### config.mk
export PLATFORM = sky130hd
export DESIGN_NAME = fxp_arith_relu
export DESIGN_NICKNAME = d
export VERILOG_FILES = /design/src/rtl/fxp_pkg.sv /design/src/rtl/fxp_relu_reg.sv /design/src/rtl/fxp_arith_relu.sv
export SDC_FILE = /design/constraint.sdc
export NUM_CORES = 1
export LEC_CHECK = 0
export BUFFER_PORTS_ARGS = -buffer_cell sky130_fd_sc_hd__clkbuf_2
export CAP_MARGIN = 5
export CORE_MARGIN = 1
export CORE_UTILIZATION = 50
export CTS_CLUSTER_DIAMETER = 120
export DETAILED_ROUTE_END_ITERATION = 10
export GPL_TIMING_DRIVEN = 0
export PLACE_DENSITY_LB_ADDON = 0.25
export REMOVE_ABC_BUFFERS = 1
export SKIP_LAST_GASP = 1
export SLEW_MARGIN = 10
export SYNTH_ARGS = -nofsm -noshare
export SYNTH_HDL_FRONTEND = slang
export SYNTH_SLANG_ARGS = --single-unit
### constraint.sdc
create_clock -name clk -period 12.5 [get_ports clk]
set_input_delay 1.875 -clock clk [delete_from_list [all_inputs] [get_ports clk]]
set_output_delay 1.875 -clock clk [all_outputs]
set_load 0.05 [all_outputs]
### src/rtl/fxp_pkg.sv
// Shared fixed-point definitions: default operand geometry and the
// extension-fill helper used when widening operands.
package fxp_pkg;

  localparam int DEFAULT_DATA_WIDTH    = 16;
  localparam int DEFAULT_FRACTION_SIZE = 15;
  localparam int DEFAULT_SIGNED        = 1;
  localparam int DEFAULT_GUARD         = 1;

  // Bit used to fill the upper part of a widened operand: the operand's
  // sign bit for two's-complement arithmetic, zero for unsigned.
  function automatic logic ext_fill(input logic msb, input logic is_signed);
    return msb & is_signed;
  endfunction

endpackage

### src/rtl/fxp_relu_reg.sv
// Registered ReLU stage: one cycle of latency, the valid flag travels
// alongside the data, and reset clears both.
module fxp_relu_reg
  import fxp_pkg::*;
#(
  parameter int DATA_WIDTH = DEFAULT_DATA_WIDTH
) (
  input  logic                  clk,
  input  logic                  rst,
  input  logic [DATA_WIDTH-1:0] relu_x,
  input  logic                  relu_in_valid,
  output logic [DATA_WIDTH-1:0] relu_out,
  output logic                  relu_out_valid
);

  logic [DATA_WIDTH-1:0] relu_out_d;
  logic [DATA_WIDTH-1:0] relu_out_q;
  logic                  relu_out_valid_d;
  logic                  relu_out_valid_q;

  // Next state: clamp negatives to zero, pass the valid flag through, reset wins.
  always_comb begin
    relu_out_d       = relu_x[DATA_WIDTH-1] ? '0 : relu_x;
    relu_out_valid_d = relu_in_valid;
    if (rst) begin
      relu_out_d       = '0;
      relu_out_valid_d = 1'b0;
    end
  end

  // Output registers; data is loaded every cycle and qualified by the valid flag.
  always_ff @(posedge clk) begin
    relu_out_q       <= relu_out_d;
    relu_out_valid_q <= relu_out_valid_d;
  end

  assign relu_out       = relu_out_q;
  assign relu_out_valid = relu_out_valid_q;

endmodule

### src/rtl/fxp_arith_relu.sv
// Fixed-point arithmetic slice: full-width combinational multiplier,
// guard-bit combinational adder, and a registered ReLU stage.
module fxp_arith_relu
  import fxp_pkg::*;
#(
  parameter int DATA_WIDTH    = DEFAULT_DATA_WIDTH,
  parameter int FRACTION_SIZE = DEFAULT_FRACTION_SIZE,
  parameter int SIGNED        = DEFAULT_SIGNED,
  parameter int GUARD         = DEFAULT_GUARD
) (
  input  logic                          clk,
  input  logic                          rst,
  input  logic [DATA_WIDTH-1:0]         mul_a,
  input  logic [DATA_WIDTH-1:0]         mul_b,
  output logic [2*DATA_WIDTH-1:0]       mul_y,
  input  logic [2*DATA_WIDTH-1:0]       add_a,
  input  logic [2*DATA_WIDTH-1:0]       add_b,
  output logic [2*DATA_WIDTH+GUARD-1:0] add_y,
  input  logic [DATA_WIDTH-1:0]         relu_x,
  input  logic                          relu_in_valid,
  output logic [DATA_WIDTH-1:0]         relu_out,
  output logic                          relu_out_valid
);

  localparam int   PROD_W     = 2 * DATA_WIDTH;
  localparam int   ADD_W      = 2 * DATA_WIDTH + GUARD;
  localparam logic SIGNED_BIT = (SIGNED != 0);

  // The fraction field must fit inside the operand; the product then
  // carries 2*FRACTION_SIZE fraction bits and the adder keeps its binary point.
  if (FRACTION_SIZE > DATA_WIDTH || GUARD < 1) begin : g_param_check
    $error("fxp_arith_relu: FRACTION_SIZE must not exceed DATA_WIDTH and GUARD must be at least 1");
  end

  logic [PROD_W-1:0] mul_a_ext;
  logic [PROD_W-1:0] mul_b_ext;
  logic [ADD_W-1:0]  add_a_ext;
  logic [ADD_W-1:0]  add_b_ext;

  // Widening both multiplier operands to the product width makes the low
  // PROD_W bits of their product the exact signed or unsigned result.
  assign mul_a_ext = {{DATA_WIDTH{ext_fill(mul_a[DATA_WIDTH-1], SIGNED_BIT)}}, mul_a};
  assign mul_b_ext = {{DATA_WIDTH{ext_fill(mul_b[DATA_WIDTH-1], SIGNED_BIT)}}, mul_b};
  assign mul_y     = mul_a_ext * mul_b_ext;

  // Guard bits absorb the carry so the sum is exact without saturation.
  assign add_a_ext = {{GUARD{ext_fill(add_a[PROD_W-1], SIGNED_BIT)}}, add_a};
  assign add_b_ext = {{GUARD{ext_fill(add_b[PROD_W-1], SIGNED_BIT)}}, add_b};
  assign add_y     = add_a_ext + add_b_ext;

  fxp_relu_reg #(
    .DATA_WIDTH(DATA_WIDTH)
  ) u_relu (
    .clk           (clk),
    .rst           (rst),
    .relu_x        (relu_x),
    .relu_in_valid (relu_in_valid),
    .relu_out      (relu_out),
    .relu_out_valid(relu_out_valid)
  );

endmodule

==> results.toml <==
[outcome]
status = "finished, final reports clean"

[sta]
grt_setup_unrepaired = "no"
worst_slew_pin_slew_ns = 0.7269
fin_crit_ns = 10.55
maxSlewHeadroom = 0.5110
drv_slew = 0
fin_tns_setup_ns = 0
fmax_mhz = 94.76
min_period_over_period = 0.8443
final_hold_viol_count = 0
setup_viol = 0

[setup_path]
startpoint_type = "primary input"
path_class = "in -> out"
crit_required_ns = 10.62
end_kind = "output pin"
cp_data_arrival_time_ns = 8.68
crit_fanout = 16

[placement]
dp_hpwl_um = 23620
dp_cells = 1851
io_buffers = 195
placed_area_um2 = 13290
place.gp.congestion = 0.8883

[synth]
synth-simple-area-share = 0.1755
syn_avg_cell_area_um2 = 8.758
synth_top_family_by_area = "adder cells"
synth.distinct_cells = 67
synth_area_leader_cell = "fa_1"
ys_async_sr_fraction = 0
yosysWarnings = 0
synth_area_um2 = 12070
netlist.area_leader.share = 0.4362
synthTopCellsByArea = "fa_1, ha_1, inv_1"
synth-compound-area-share = 0.09413
synthAdderAreaFrac = 0.5544
ys_seq_area_frac = 0.02654
synth_top_flop_cell = "dfxtp_1"
synth_edf_count = 0
synth_cells = 1378
synth-xor-area-share = 0.03846
synth-seq-cells = 16
synth_mux_area_frac = 0.001659

[clock_tree]
cts-resized-gates = 0
cts_inserted_buffers = 3
cts_root_buf = "clkbuf_16"
ctsHoldBuffers = 0
clockBufferDepth = 2
cts_tree = "done"
cts_max_level = 1
path_clk_slew_ns = 0.05
cts.sink_count = 16
post-cts-setup-buffers = 0

[grt]
grtUsageTotal = 0.2476
grt_max_degree = 17
antenna_found_initial = 1
top_usage_layer = "met2"
grt.met2_usage = 0.4368
grt_pass1_wl_um = 48470
met3_usage = 0.01239
grt_overflow = 0
grt_pass1_vias = 10040
gr-usage-met1 = 0.3383

[min_path]
min_path_cells = 2
hp-class = "in -> reg"

[floorplan]
die_h_um = 157.4
coreArea_um2 = 23540
die_area_um2 = 24760
io_pins = 197
rows = 56
start_util = 0.5126
die_width_um = 157.4

[detailed_routing]
dr.pass1.iters = 5
ant_nets = 0
drt_wl_total_um = 28530
wl_per_cell_um = 15.38
via_count = 9558
drc = 0
vias_per_cell = 5.153
drt-initial-drc-count = 395

[cells_and_area]
syn2layout_area_growth_pct = 10.81
final_util = 0.5681
instances_no_fill = 1855
mostFrequentLayoutCells = "inv_1, fa_1, clkbuf_2"
seq_area_um2 = 320.3
multi_input_area_um2 = 10430
n_fill_cell = 2275
drive_gt1_frac = 0.1439
n_antenna_cell = 0
stdcell_area_um2 = 13370
final_common_cell = "inv_1"
layout.nets = 2029

[flow_run]
maxCapViolCount = 0
## sequential cells by signal, summed over array words and instances (netlist names)
signal                 count
u_relu.relu_out           15
u_relu.relu_out_valid      1
## cell type report
type,instances,area share
multi-input cells,1013,0.7801
inverters,308,0.08644
repair buffers,195,0.07297
well taps,319,0.02984
flip-flops and latches,16,0.02395
clock buffers,4,0.006642
## cell usage after synthesis (all sizes together), types with 3 or more instances
library cell and instances:
nor2b 8, nand2 148, nor2 48, a21o 21, nand3 17, nand2b 15, o31ai 5, a21oi 47
fa 263, and2 143, or2 6, o311ai 5, o211ai 6, a211o 3, a22oi 3, o21a 11
inv 308, clkbuf 39, and3 7, nor3 10, xnor2 38, o31a 3, a211oi 9, a2111oi 3
dfxtp 16, xor2 15, o21ai 33, nand4 4, ha 114
## worst max-delay path, cell delays in order
cell and delay, ns:
clkbuf_2 0.30, nand2_1 0.22, inv_1 0.11, fa_1 0.78, fa_1 0.50, fa_1 0.52, fa_1 0.49, fa_1 0.52
inv_1 0.05, fa_1 0.47, inv_1 0.04, ha_1 0.36, nand3_1 0.14, or2_0 0.27, nor4_1 0.67, o21ai_0 0.33
o21ai_0 0.42, a21oi_1 0.15, xnor2_1 0.16, clkbuf_2 0.30
## stage by stage
| stage | hold WS [ns] | setup slack, ns |
|---|---|---|
| global placement | 2.060 | 2.012 |
| CTS | 1.810 | 1.924 |
| detailed placement | 2.065 | 1.957 |
| floorplan | 1.947 | 2.183 |
| global route | 1.821 | 1.632 |
| finish | 1.808 | 1.947 |
## kinds of logic after synthesis
kind of cell               count (synthesis)
other                                      1
and+or+nand+nor                          417
adders and majority gates                377
AOI/OAI and AO/OA                        163
buffers and inverters                    349
muxes                                      2
DFF                                       16
xor gates and xnor gates                  53
## layer usage
metal	up-vias	part of all wire	routed length (um)
met3	28	0.040	1136
met2	213	0.51	14540
met5	-	0	0
met4	0	0.013	357
li1	4523	-	-
met1	4794	0.44	12500
## worst paths after layout
kind | start | to | slack (ns)
max | mul_b[1] | mul_y[28] | 1.95
min | rst | u_relu.relu_out_valid | 1.81
Power is not shown: default switching activity piles up to over one toggle a cycle in this logic, so the estimate is an artifact.
